File: src/rtl/rcc_domain_wkup_seq_if.sv
// Wakeup/sleep requests and per-domain control outputs exchanged between the PWR side and the RCC sequencer.
interface rcc_domain_wkup_seq_if;
  logic pwr_d1_wkup;
  logic pwr_d2_wkup;
  logic pwr_d3_wkup;
  logic d1_sleep_req;
  logic d2_sleep_req;
  logic d3_sleep_req;
  logic hsi_rdy;
  logic err_clr;
  logic hsi_on_req;
  logic d1_clk_en;
  logic d2_clk_en;
  logic d3_clk_en;
  logic d1_rst_n;
  logic d2_rst_n;
  logic d3_rst_n;
  logic d1_rdy;
  logic d2_rdy;
  logic d3_rdy;
  logic err_osc_tmo;

  modport master (
    output pwr_d1_wkup, pwr_d2_wkup, pwr_d3_wkup,
    output d1_sleep_req, d2_sleep_req, d3_sleep_req,
    output hsi_rdy, err_clr,
    input  hsi_on_req,
    input  d1_clk_en, d2_clk_en, d3_clk_en,
    input  d1_rst_n, d2_rst_n, d3_rst_n,
    input  d1_rdy, d2_rdy, d3_rdy,
    input  err_osc_tmo
  );

  modport slave (
    input  pwr_d1_wkup, pwr_d2_wkup, pwr_d3_wkup,
    input  d1_sleep_req, d2_sleep_req, d3_sleep_req,
    input  hsi_rdy, err_clr,
    output hsi_on_req,
    output d1_clk_en, d2_clk_en, d3_clk_en,
    output d1_rst_n, d2_rst_n, d3_rst_n,
    output d1_rdy, d2_rdy, d3_rdy,
    output err_osc_tmo
  );
endinterface

File: src/rtl/rcc_domain_wkup_seq.sv
// Per-domain D1/D2/D3 power sequencer: wake -> HSI -> clocks -> reset release -> ready, D3 as backbone.
// Wake reaches the FSM 3 clk after first sample; outputs registered; no backpressure (sleep_req is a held level).
module rcc_domain_wkup_seq #(
  parameter int CLK_DLY = 4,
  parameter int RST_DLY = 8,
  parameter int OSC_TMO = 64
) (
  input  logic                  clk,
  input  logic                  rst,
  rcc_domain_wkup_seq_if.slave  bus
);
  typedef enum logic [2:0] {
    ST_IDLE     = 3'd0,
    ST_OSC_WAIT = 3'd1,
    ST_CLK_ON   = 3'd2,
    ST_RST_REL  = 3'd3,
    ST_ACTIVE   = 3'd4,
    ST_RST_ON   = 3'd5
  } state_e;

  localparam int CNT_MAX = (OSC_TMO > CLK_DLY) ? ((OSC_TMO > RST_DLY) ? OSC_TMO : RST_DLY)
                                               : ((CLK_DLY > RST_DLY) ? CLK_DLY : RST_DLY);
  localparam int CW = (CNT_MAX > 1) ? $clog2(CNT_MAX) : 1;
  localparam logic [CW-1:0] OSC_LAST = CW'(OSC_TMO - 1);
  localparam logic [CW-1:0] CLK_LAST = CW'(CLK_DLY - 1);
  localparam logic [CW-1:0] RST_LAST = CW'(RST_DLY - 1);
  localparam int D3 = 2;

  logic [2:0]    wkup_raw;
  logic [2:0]    sleep_req;
  logic [2:0]    sync1_q, sync1_d, sync2_q, sync2_d, sync3_q, sync3_d;
  logic [2:0]    wake_q, wake_d;
  logic [2:0]    pend_q, pend_d;
  state_e        state_q [3];
  state_e        state_d [3];
  logic [CW-1:0] cnt_q [3];
  logic [CW-1:0] cnt_d [3];
  logic [2:0]    clk_en_q, clk_en_d;
  logic [2:0]    rst_n_q, rst_n_d;
  logic [2:0]    rdy_q, rdy_d;
  logic          hsi_on_req_q, hsi_on_req_d;
  logic          err_osc_tmo_q, err_osc_tmo_d;
  logic [2:0]    go;
  logic [2:0]    wake_ev;
  logic [2:0]    tmo;
  logic          d3_act;
  logic          d3_sleep_ok;

  assign wkup_raw  = {bus.pwr_d3_wkup, bus.pwr_d2_wkup, bus.pwr_d1_wkup};
  assign sleep_req = {bus.d3_sleep_req, bus.d2_sleep_req, bus.d1_sleep_req};

  always_comb begin
    sync1_d = wkup_raw;
    sync2_d = sync1_q;
    sync3_d = sync2_q;
    wake_d  = sync2_q & ~sync3_q;

    d3_act = (state_q[D3] == ST_ACTIVE);
    go[0]  = (state_q[0] == ST_IDLE) && (wake_q[0] || pend_q[0]);
    go[1]  = (state_q[1] == ST_IDLE) && (wake_q[1] || pend_q[1]);
    // D1/D2 leaving IDLE drags the backbone along, or queues it behind an ongoing D3 power-down.
    go[2]  = (state_q[2] == ST_IDLE) && (wake_q[2] || pend_q[2] || go[0] || go[1]);
    wake_ev = {wake_q[2] || go[0] || go[1], wake_q[1], wake_q[0]};
    d3_sleep_ok = (state_q[0] == ST_IDLE) && (state_q[1] == ST_IDLE) && !go[0] && !go[1];

    tmo      = '0;
    pend_d   = '0;
    clk_en_d = '0;
    rst_n_d  = '0;
    rdy_d    = '0;
    for (int i = 0; i < 3; i++) begin
      state_d[i] = state_q[i];
      cnt_d[i]   = cnt_q[i];
      pend_d[i]  = (state_q[i] == ST_RST_ON) && (pend_q[i] || wake_ev[i]);
      case (state_q[i])
        ST_IDLE: begin
          if (go[i]) begin
            state_d[i] = ST_OSC_WAIT;
            cnt_d[i]   = '0;
          end
        end
        ST_OSC_WAIT: begin
          if (bus.hsi_rdy && (i == D3 || d3_act)) begin
            state_d[i] = ST_CLK_ON;
            cnt_d[i]   = '0;
          end else if (!bus.hsi_rdy) begin
            if (cnt_q[i] == OSC_LAST) begin
              state_d[i] = ST_IDLE;
              cnt_d[i]   = '0;
              tmo[i]     = 1'b1;
            end else begin
              cnt_d[i] = cnt_q[i] + CW'(1);
            end
          end
        end
        ST_CLK_ON: begin
          if (cnt_q[i] == CLK_LAST) begin
            state_d[i] = ST_RST_REL;
            cnt_d[i]   = '0;
          end else begin
            cnt_d[i] = cnt_q[i] + CW'(1);
          end
        end
        ST_RST_REL: begin
          if (cnt_q[i] == RST_LAST) begin
            state_d[i] = ST_ACTIVE;
            cnt_d[i]   = '0;
          end else begin
            cnt_d[i] = cnt_q[i] + CW'(1);
          end
        end
        ST_ACTIVE: begin
          if (sleep_req[i] && (i != D3 || d3_sleep_ok)) begin
            state_d[i] = ST_RST_ON;
            cnt_d[i]   = '0;
          end
        end
        ST_RST_ON: begin
          if (cnt_q[i] == RST_LAST) begin
            state_d[i] = ST_IDLE;
            cnt_d[i]   = '0;
          end else begin
            cnt_d[i] = cnt_q[i] + CW'(1);
          end
        end
        default: begin
          state_d[i] = ST_IDLE;
          cnt_d[i]   = '0;
        end
      endcase
      clk_en_d[i] = state_d[i] inside {ST_CLK_ON, ST_RST_REL, ST_ACTIVE, ST_RST_ON};
      rst_n_d[i]  = state_d[i] inside {ST_RST_REL, ST_ACTIVE};
      rdy_d[i]    = (state_d[i] == ST_ACTIVE);
    end

    hsi_on_req_d  = (state_q[0] != ST_IDLE) || (state_q[1] != ST_IDLE) || (state_q[2] != ST_IDLE);
    err_osc_tmo_d = (|tmo) ? 1'b1 : (bus.err_clr ? 1'b0 : err_osc_tmo_q);
  end

  always_ff @(posedge clk) begin
    if (rst) begin
      sync1_q       <= '0;
      sync2_q       <= '0;
      sync3_q       <= '0;
      wake_q        <= '0;
      pend_q        <= '0;
      clk_en_q      <= '0;
      rst_n_q       <= '0;
      rdy_q         <= '0;
      hsi_on_req_q  <= 1'b0;
      err_osc_tmo_q <= 1'b0;
      for (int i = 0; i < 3; i++) begin
        state_q[i] <= ST_IDLE;
        cnt_q[i]   <= '0;
      end
    end else begin
      sync1_q       <= sync1_d;
      sync2_q       <= sync2_d;
      sync3_q       <= sync3_d;
      wake_q        <= wake_d;
      pend_q        <= pend_d;
      clk_en_q      <= clk_en_d;
      rst_n_q       <= rst_n_d;
      rdy_q         <= rdy_d;
      hsi_on_req_q  <= hsi_on_req_d;
      err_osc_tmo_q <= err_osc_tmo_d;
      for (int i = 0; i < 3; i++) begin
        state_q[i] <= state_d[i];
        cnt_q[i]   <= cnt_d[i];
      end
    end
  end

  assign bus.hsi_on_req  = hsi_on_req_q;
  assign bus.d1_clk_en   = clk_en_q[0];
  assign bus.d2_clk_en   = clk_en_q[1];
  assign bus.d3_clk_en   = clk_en_q[2];
  assign bus.d1_rst_n    = rst_n_q[0];
  assign bus.d2_rst_n    = rst_n_q[1];
  assign bus.d3_rst_n    = rst_n_q[2];
  assign bus.d1_rdy      = rdy_q[0];
  assign bus.d2_rdy      = rdy_q[1];
  assign bus.d3_rdy      = rdy_q[2];
  assign bus.err_osc_tmo = err_osc_tmo_q;
endmodule

File: src/flat_wrapper.sv
// flat-port wrapper written by rule: the top's interface ports become plain ports
module rcc_domain_wkup_seq_flat 
#(
  parameter int CLK_DLY = 4,
  parameter int RST_DLY = 8,
  parameter int OSC_TMO = 64
)
  (clk, rst, bus_pwr_d1_wkup, bus_pwr_d2_wkup, bus_pwr_d3_wkup, bus_d1_sleep_req, bus_d2_sleep_req, bus_d3_sleep_req, bus_hsi_rdy, bus_err_clr, bus_hsi_on_req, bus_d1_clk_en, bus_d2_clk_en, bus_d3_clk_en, bus_d1_rst_n, bus_d2_rst_n, bus_d3_rst_n, bus_d1_rdy, bus_d2_rdy, bus_d3_rdy, bus_err_osc_tmo);
  rcc_domain_wkup_seq_if bus_i ();
  input  logic clk;
  input  logic rst;
  input wire logic [$bits(bus_i.pwr_d1_wkup)-1:0] bus_pwr_d1_wkup;
  input wire logic [$bits(bus_i.pwr_d2_wkup)-1:0] bus_pwr_d2_wkup;
  input wire logic [$bits(bus_i.pwr_d3_wkup)-1:0] bus_pwr_d3_wkup;
  input wire logic [$bits(bus_i.d1_sleep_req)-1:0] bus_d1_sleep_req;
  input wire logic [$bits(bus_i.d2_sleep_req)-1:0] bus_d2_sleep_req;
  input wire logic [$bits(bus_i.d3_sleep_req)-1:0] bus_d3_sleep_req;
  input wire logic [$bits(bus_i.hsi_rdy)-1:0] bus_hsi_rdy;
  input wire logic [$bits(bus_i.err_clr)-1:0] bus_err_clr;
  output wire logic [$bits(bus_i.hsi_on_req)-1:0] bus_hsi_on_req;
  output wire logic [$bits(bus_i.d1_clk_en)-1:0] bus_d1_clk_en;
  output wire logic [$bits(bus_i.d2_clk_en)-1:0] bus_d2_clk_en;
  output wire logic [$bits(bus_i.d3_clk_en)-1:0] bus_d3_clk_en;
  output wire logic [$bits(bus_i.d1_rst_n)-1:0] bus_d1_rst_n;
  output wire logic [$bits(bus_i.d2_rst_n)-1:0] bus_d2_rst_n;
  output wire logic [$bits(bus_i.d3_rst_n)-1:0] bus_d3_rst_n;
  output wire logic [$bits(bus_i.d1_rdy)-1:0] bus_d1_rdy;
  output wire logic [$bits(bus_i.d2_rdy)-1:0] bus_d2_rdy;
  output wire logic [$bits(bus_i.d3_rdy)-1:0] bus_d3_rdy;
  output wire logic [$bits(bus_i.err_osc_tmo)-1:0] bus_err_osc_tmo;
  assign bus_i.pwr_d1_wkup = bus_pwr_d1_wkup;
  assign bus_i.pwr_d2_wkup = bus_pwr_d2_wkup;
  assign bus_i.pwr_d3_wkup = bus_pwr_d3_wkup;
  assign bus_i.d1_sleep_req = bus_d1_sleep_req;
  assign bus_i.d2_sleep_req = bus_d2_sleep_req;
  assign bus_i.d3_sleep_req = bus_d3_sleep_req;
  assign bus_i.hsi_rdy = bus_hsi_rdy;
  assign bus_i.err_clr = bus_err_clr;
  assign bus_hsi_on_req = bus_i.hsi_on_req;
  assign bus_d1_clk_en = bus_i.d1_clk_en;
  assign bus_d2_clk_en = bus_i.d2_clk_en;
  assign bus_d3_clk_en = bus_i.d3_clk_en;
  assign bus_d1_rst_n = bus_i.d1_rst_n;
  assign bus_d2_rst_n = bus_i.d2_rst_n;
  assign bus_d3_rst_n = bus_i.d3_rst_n;
  assign bus_d1_rdy = bus_i.d1_rdy;
  assign bus_d2_rdy = bus_i.d2_rdy;
  assign bus_d3_rdy = bus_i.d3_rdy;
  assign bus_err_osc_tmo = bus_i.err_osc_tmo;
  rcc_domain_wkup_seq #(.CLK_DLY(CLK_DLY), .RST_DLY(RST_DLY), .OSC_TMO(OSC_TMO)) u_core (.clk(clk), .rst(rst), .bus(bus_i));
endmodule
File: config.mk
export PLATFORM = sky130hd
export DESIGN_NAME = rcc_domain_wkup_seq_flat
export DESIGN_NICKNAME = d
export VERILOG_FILES = /design/src/rtl/rcc_domain_wkup_seq_if.sv /design/src/rtl/rcc_domain_wkup_seq.sv /design/src/flat_wrapper.sv
export SDC_FILE = /design/constraint.sdc
export NUM_CORES = 1
export LEC_CHECK = 0
export BUFFER_PORTS_ARGS = -buffer_cell sky130_fd_sc_hd__buf_2
export CAP_MARGIN = 40
export CORE_MARGIN = 2
export CORE_UTILIZATION = 30
export CTS_CLUSTER_DIAMETER = 80
export DETAILED_ROUTE_END_ITERATION = 12
export SYNTH_ARGS = -nofsm -noshare
export SYNTH_HDL_FRONTEND = slang
export SYNTH_SLANG_ARGS = --single-unit
File: constraint.sdc
create_clock -name clk -period 2.1 [get_ports clk]
set_input_delay 0.21 -clock clk [delete_from_list [all_inputs] [get_ports clk]]
set_output_delay 0.21 -clock clk [all_outputs]
set_load 0.1 [all_outputs]
==> results of run 1 <==
-- registers in the layout, summed over array words and instances, names as in the netlist --
signal / count
u_core.bus.err_osc_tmo: 1
u_core.bus.hsi_on_req: 1
u_core.clk_en_q: 3
u_core.cnt_q: 18
u_core.pend_q: 3
u_core.rdy_q: 3
u_core.rst_n_q: 3
u_core.state_q: 9
u_core.sync1_q: 3
u_core.sync2_q: 3
u_core.sync3_q: 3
u_core.wake_q: 3
-- cells by family after synthesis --
kind of cell    Yosys count  share of synthesized area (%)
simple gates            153                           31.4
compound gates           84                           20.5
flops                    53                           39.2
buf+inv                  33                           4.77
mux                       6                           2.31
fa+ha+maj                 3                           1.39
xor+xnor                  1                          0.324
-- routing by layer --
metal	track usage, %	part of all wire (%)	vias up
li1	-	-	1261
met1	17.6	49	1165
met2	18.9	46	71
met3	2.20	4.3	7
met4	4.32	1.2	0
met5	0	0	-
-- cell type report --
cell class	instances	area (um2)	area share (%)
multi-input combinational	247	1530	49.5
sequential	53	1060	34.3
timing repair buffer	37	228	7.36
inverter	11	41.3	1.33
tap	108	135	4.37
clock inverter	3	28.8	0.930
clock buffer	5	68.8	2.22
-- power groups by stage --
stage / Clock (mW) / Sequential (mW) / Combinational [mW]
finish: 0.632 / 1.04 / 0.253
detailed placement: 0 / 1.06 / 0.251
floorplan: 0 / 1.10 / 0.154
global route: 0.694 / 1.04 / 0.276
global placement: 0 / 1.06 / 0.249
CTS: 0.657 / 1.04 / 0.252
-- final timing paths --
kind                       startpoint                end  slack, ps
setup / recovery  u_core.cnt_q[0][12]  u_core.rst_n_q[2]        130
hold reg to reg     u_core.sync3_q[0]   u_core.wake_q[0]        390
hold / removal        bus_pwr_d3_wkup  u_core.sync1_q[2]         90
setup reg to reg  u_core.cnt_q[0][12]  u_core.rst_n_q[2]        130
-- layout by cell type, fill, tap and decap left out, types with 5 or more instances in the layout --
cell type                  synthesis  final
sky130_fd_sc_hd__dfxtp_1          53     53
sky130_fd_sc_hd__nor2_1           27     27
sky130_fd_sc_hd__nand2_1          23     23
sky130_fd_sc_hd__a21oi_1          23     23
sky130_fd_sc_hd__buf_2             4     20
sky130_fd_sc_hd__nor3_1           20     19
sky130_fd_sc_hd__nor2b_1          18     18
sky130_fd_sc_hd__nand3_1          17     17
sky130_fd_sc_hd__buf_4             0     17
sky130_fd_sc_hd__o21ai_0          12     12
sky130_fd_sc_hd__inv_1            11     11
sky130_fd_sc_hd__a31oi_1          10     10
sky130_fd_sc_hd__nand2b_1          7      7
sky130_fd_sc_hd__or2_2             5      5
sky130_fd_sc_hd__and2_1            5      5
sky130_fd_sc_hd__clkbuf_8          0      5
-- Yosys cell counts, types with 3 or more instances --
cell,instances
sky130_fd_sc_hd__dfxtp_1,53
sky130_fd_sc_hd__nor2_1,27
sky130_fd_sc_hd__a21oi_1,23
sky130_fd_sc_hd__nand2_1,23
sky130_fd_sc_hd__nor3_1,20
sky130_fd_sc_hd__nor2b_1,18
sky130_fd_sc_hd__clkbuf_1,17
sky130_fd_sc_hd__nand3_1,17
sky130_fd_sc_hd__o21ai_0,12
sky130_fd_sc_hd__inv_1,11
sky130_fd_sc_hd__a31oi_1,10
sky130_fd_sc_hd__nand2b_1,7
sky130_fd_sc_hd__and2_1,5
sky130_fd_sc_hd__or2_2,5
sky130_fd_sc_hd__a211o_1,4
sky130_fd_sc_hd__a221oi_1,4
sky130_fd_sc_hd__a41oi_1,4
sky130_fd_sc_hd__buf_2,4
sky130_fd_sc_hd__mux2i_1,4
sky130_fd_sc_hd__o211ai_1,4
sky130_fd_sc_hd__or3_1,4
sky130_fd_sc_hd__a21o_1,3
sky130_fd_sc_hd__and3_1,3
sky130_fd_sc_hd__ha_1,3
sky130_fd_sc_hd__nand4_1,3
sky130_fd_sc_hd__nor4_1,3
sky130_fd_sc_hd__o21a_1,3
-- through the flow --
stage / TNS [ps] / worst slack [ps] / instance area [um2] / instances / hold slack [ps]
3_3_place_gp: 0 / 169 / 2980 / 456 / 373
3_5_place_dp: 0 / 58.6 / 2980 / 456 / 372
2_1_floorplan: 0 / 109 / 2700 / 333 / 338
6_report: 0 / 127 / 3090 / 464 / 91.9
5_1_grt: -7.10 / -7.10 / 3090 / 464 / 77.8
4_1_cts: 0 / 37.2 / 3080 / 464 / 83.3
-- worst max-delay path, stage by stage, from the launching register on --
cell,delay [ps]
sky130_fd_sc_hd__dfxtp_1,380
sky130_fd_sc_hd__ha_1,250
sky130_fd_sc_hd__or4b_4,510
sky130_fd_sc_hd__o21ai_0,160
sky130_fd_sc_hd__a21oi_1,90
sky130_fd_sc_hd__o32a_1,210
sky130_fd_sc_hd__mux2_2,280
==> results, run 1 <==
- The flow ran to the end, and the final reports show no timing, DRC or antenna violations.
- STA classifies the critical path startpoint as a flop.
- The die footprint is 0.00979 mm2.
- Relative to the synthesized area, the layout overhead comes to 14.4%.
- For this run, asynchronously set or reset flops after synthesis account for 0%.
- The core box area is 0.00872 mm2.
- The number of antenna cells inserted is 0.
- The number of antenna violations at the first check in global routing is 0.
- The number of buffers inserted to repair setup after CTS is 0.
- In this run, synthesis inferred 0 flip-flops with an integrated enable.
- Clock latency on the worst-skew pair, taken at its later pin, is 320 ps.
- The remaining max-slew budget at the tightest pin is 50.4%.
- The most used flip-flop cell after synthesis is sky130_fd_sc_hd__dfxtp_1.
- The count of unresolved DRC violations after routing is 0.
- The first-pass GRT wire length is 10,100 um.
- Setup repair after global routing could not meet its margin everywhere.
- Before antenna repair, the detailed router went through 4 iterations.
- The die is 98.9 um tall.
- The kind of critical path is reg2reg.
- The final worst clock skew is 6.70 ps.
- Fill cells in the final layout number 889.
- The number of slew-limit violations in the final report is 0.
- The routability congestion estimate from global placement is 0.841.
- The worst hold path passes through 2 cells.
- A synthesized cell averages 8.12 um2.
- The largest total area in the synthesized netlist belongs to sky130_fd_sc_hd__dfxtp_1.
- The number of cell rows is 34.
- Of the total power, the share spent switching nets is 28.8%.
- The mapped netlist covers 0.00270 mm2.
- After clock tree synthesis, the repair step resized 0 gates.
- The iteration-0 DRC count of the detailed router is 82.
- After clock tree synthesis, the flow added hold-fix buffers numbering 0.
- The total of warnings raised by yosys is 0.
- The clock net sink count is 53.
- At the pin with the least slew margin, the transition time is 739 ps.
- The worst min-delay path category is in2reg.
- The number of cells on the worst reg-to-reg path is 6.
- After the last flow step, the layout net total stands at 368.
- The share of total power dissipated in sequential elements is 54.0%.
- For this design the ratio of total power to cell area is 623 mW/mm2.
- The number of global-route vias before repair was 2,197.
- Setup violations remaining at the end of the flow were counted as 0.
- Static timing analysis puts the maximum clock frequency at 507 MHz.
- The final period utilization is 94.0%.
- Combinational cells account for 13.1% of the total power.
- In this run the static leakage power is 1.21 nW.
- The number of max-cap violations is 0.
- The vias after detailed routing is 2,504.
- The share of final-layout standard cells stronger than drive strength 1 is 16.9%.
- STA puts the critical path data arrival time at 2190 ps.
- Per report_power, the clock group accounts for 32.8% of the total.
- The sum of overflow across all layers after global routing is 0.
- The all-layer global routing usage is 12.4%.
- The reported net switching power is 0.555 mW.
- Of all nets on the critical path, the largest fanout is 6.
- The synthesized netlist net count is 346.
- The TritonCTS clock tree is done.
- The initial utilization of the core area, before any placement, comes to 31.0%.
- Clock-pin slew was measured on the worst setup and hold paths at 110 ps.
- Synthesis instantiated 57 different standard cells from the library.
- The maximum ir drop on the vdd rail is 292 uV.
- The sequential-to-total area share from yosys stat is 39.2%.
- Summed over all nets, the half-perimeter wirelength after detailed placement is 4290 um.
- The post-route total power is 1.93 mW.
- CTS placed an instance of sky130_fd_sc_hd__clkbuf_8 at the clock tree root.
- The synthesized design contains 53 register bits.
- The average via count per standard cell is 5.40.
- After synthesis, the cell types taking the most area are sky130_fd_sc_hd__dfxtp_1 (39%), sky130_fd_sc_hd__a21oi_1 (4.3%), sky130_fd_sc_hd__nor2b_1 (4.2%), sky130_fd_sc_hd__nor2_1 (3.7%), sky130_fd_sc_hd__nor3_1 (3.7%).
- The number of cells produced by synthesis is 333.
- The required time of the critical path is 2320 ps.
- The number of buffers on the longest clock path is 2.
- The post-detailed-routing wire length is 5980 um.
- The utilization after layout is 35.5%.
- The number of failing hold endpoints at the final stage was 0.
- The final routed wire length divided by cell count is 12.9 um.
- The clock period minus final worst setup slack is 1970 ps.
- During I/O placement, the number of pins put on the boundary was 21.
- The number of routed nets with antenna violations is 0.
- In this run the tool buffered the top-level ports with 20 buffer cells.
- The element type at the critical path end is a flop.
- Cell internal power was estimated by the tool at 1.37 mW.
- The horizontal die dimension is 98.9 um.
- Summed over its instances, the top area cell type makes up 39.2% of the synthesized netlist area.
- The CTS H-tree depth is 2.
- The TritonCTS buffer count is 5.
- The maximum number of pins on one net before global-route repair is 24.
No activity file was read; power rests on OpenSTA's default activity.
==> run 2, diff against run 1 <==
Settings changed: REMOVE_ABC_BUFFERS from default to 1.
==> run 2 against run 1 <==
Compared with the run above:
- worst hold slack better by 10 ps
- global-route usage up 0.31 points
- setup slack worse by 18 ps
- cell area up 1.2%
- maximum frequency down 0.91%
- die area unchanged
- clock power down 7.1%
- sequential cell count unchanged
- critical endpoint is now u_core.rst_n_q[1]
==> results, run 2 (synthesized netlist as in run 1, its figures left out) <==
- The share of final-layout standard cells stronger than drive strength 1 is 19.2%.
- The internal power summed over all cells is 1.36 mW.
- The non-filler instance count after layout is 468.
- Summing all placed instances gives a cell area of 0.00301 mm2.
- The largest registers in the layout are u_core.cnt_q (18), u_core.state_q (9).
- The all-layer global routing usage is 12.7%.
- The sequential power share is 55.2%.
- In the routed design, unresolved DRC markers number 0.
- After global routing the overflow that remains totals 0.
- The count of buffers inserted at the top-level ports is 20.
- The clock tree synthesis step divided the H-tree into 2 levels.
- The library cell used most frequently in the layout, excluding fill and tap cells, is sky130_fd_sc_hd__dfxtp_1.
- The register with the highest flop count is u_core.cnt_q.
- The switching share of power is 27.9%.
- Dividing the detail-routed wire length by the instance count gives 13.1 um.
- The iteration-0 DRC count of the detailed router is 171.
- The final critical path takes up 94.8% of the cycle.
- At the end of the flow, the number of nets in the layout was 372.
- The number of failing hold endpoints at the final stage came to 0.
- Entering global routing, the biggest net connects 28 pins.
- After detailed placement, the design holds a cell count of 460.
- Across the run, the number of max-cap violations was 0.
- The HPWL after detailed placement is 4500 um.
- The routability congestion estimate from global placement is 0.886.
- Wires add up to 6140 um.
- The final count of negative-setup-slack endpoints is 0.
- Using the TritonRoute via totals, the vias-per-cell ratio works out to 5.30.
- The total area inside the core boundary comes to 0.00872 mm2.
- The vias after detailed routing is 2,482.
- In this run the power density over the cells is 602 mW/mm2.
- The reported net switching power is 0.526 mW.
- The share of total power in the clock network is 31.1%.
- In this run the core area contains 34 standard-cell rows.
- The worst min-delay path category is in2reg.
- The post-route total power is 1.89 mW.
- In the layout the commonest cells are sky130_fd_sc_hd__dfxtp_1 (51), sky130_fd_sc_hd__nor2_1 (27), sky130_fd_sc_hd__nand2_1 (23), sky130_fd_sc_hd__a21oi_1 (23), sky130_fd_sc_hd__buf_4 (21).
- The die footprint is 0.00979 mm2.
- The number of antenna violations at the first check in global routing is 0.
- The clock net sink count is 53.
- The start point of the worst hold path is bus_pwr_d3_wkup.
- The clock-pin slew of the registers on the worst-case setup and hold paths is 100 ps.
- The remaining max-slew budget at the tightest pin is 56.0%.
- The transition time at the pin with the least slew margin is 655 ps.
- The detail route stage leaves a number of antenna-violating nets equal to 0.
- Before antenna repair, the detailed router went through 4 iterations.
- The capture instance of the worst register-to-register path is u_core.rst_n_q[1].
- The root buffer cell chosen for the clock tree is sky130_fd_sc_hd__clkbuf_8.
- The TritonCTS clock tree is done.
- The TritonCTS buffer count is 5.
- The first global-routing pass estimated 10,400 um of wire.
- Clock skew on the completed layout was measured at 5.44 ps.
- The number of antenna cells inserted is 0.
- Counting instances, the worst hold path has a depth of 2.
- The flow ran to the end, and the final reports show no timing, DRC or antenna violations.
- 21 I/O pins were placed.
- From left edge to right edge, the die measures 98.9 um.
- The type of origin of the critical path is a flop.
- The setup check on the worst reg-to-reg path leaves a slack of 110 ps.
- With fillers left out, the area of the finished cells amounts to 0.00313 mm2.
- The element type at the critical path end is a flop.
- The launch instance of the worst register-to-register path is u_core.cnt_q[0][6].
- The static leakage is 1.22 nW.
- The maximum ir drop on the vdd rail is 357 uV.
- The required time of the critical path is 2300 ps.
- The later pin in the worst-skew pair is clocked with a latency of 310 ps.
- The path with the worst hold slack has its endpoint at u_core.sync1_q[2].
- The data arrival time at the worst-slack endpoint is 2190 ps.
- From synthesis to final layout, the design area changed by 15.8%.
- The kind of critical path is reg2reg.
- The clock period minus final worst setup slack is 1990 ps.
- The critical path startpoint is u_core.cnt_q[0][6].
- The number of slew-limit violations in the final report is 0.
- The initial core utilization is 31.0%.
- For this run, the top clock speed supported by timing is 502 MHz.
- In this run the worst path has a maximum fanout of 5.
- In this run, the combinational gates consume 13.7% of the power.
- The register with the most flip-flops in the layout has 18 of them.
- The number of buffers on the longest clock path is 2.
- Measured in cells, the most critical reg-to-reg path has a length of 7.
- The overall die height is 98.9 um.
- The number of global-route vias before repair was 2,296.
[run 2: through the flow]
stage               setup slack (ps)  util [%]  TNS (ps)  hold WS (ps)
global route                   -3.36      35.9     -3.36          99.7
detailed placement              80.2      34.5         0           372
finish                           109      35.9         0           102
global placement                98.2      34.5         0           372
CTS                             43.2      35.5         0          99.3
floorplan                        121         -         0           279
[run 2: metal layers]
metal	share of wire, %	routed length (um)	up-vias	GRT usage [%]
li1	-	-	1255	-
met1	49	3000	1176	17.4
met2	46	2810	46	20.2
met3	4.2	255	5	2.84
met4	1.0	64	0	3.37
met5	0	0	-	0
[run 2: layout make-up]
type                    instances  area (um2)
fillers                       890        5590
flip-flops and latches         53        1060
repair buffers                 41         258
well taps                     108         135
clock inverters                 3        21.3
clock buffers                   5        68.8
inverters                      11        41.3
multi-input cells             247        1540
[run 2: worst max-delay path: stages, from the launching register on]
cell and delay, ps:
sky130_fd_sc_hd__dfxtp_2 370, sky130_fd_sc_hd__ha_2 210, sky130_fd_sc_hd__or4b_1 470, sky130_fd_sc_hd__buf_4 170, sky130_fd_sc_hd__mux2i_1 140, sky130_fd_sc_hd__nand2_1 80, sky130_fd_sc_hd__nand4_2 120, sky130_fd_sc_hd__mux2_2 330
[run 2: worst max-delay path by stage]
| stage | cells after the start | slack, ps | end |
|---|---|---|---|
| global placement | 6 | 100 | u_core.rst_n_q[2] |
| global route | 6 | -3 | u_core.rst_n_q[2] |
| finish | 7 | 110 | u_core.rst_n_q[1] |
| CTS | 6 | 40 | u_core.rst_n_q[2] |
| detailed placement | 6 | 80 | u_core.rst_n_q[2] |
| floorplan | 6 | 120 | u_core.rst_n_q[1] |
[run 2: power by group through the flow]
stage | combinational [mW] | sequential [mW] | clock, mW
after global placement | 0.251 | 1.06 | 0
after global routing | 0.281 | 1.04 | 0.660
final | 0.258 | 1.04 | 0.587
after CTS | 0.255 | 1.04 | 0.615
after floorplan | 0.125 | 1.11 | 0
after detailed placement | 0.254 | 1.06 | 0
[run 2: what timing repair did]
action,4_1_cts,5_1_grt
endpoints found under the setup margin,0,10
hold buffers,0,0
buffers inserted,0,0
gates resized for setup,0,9
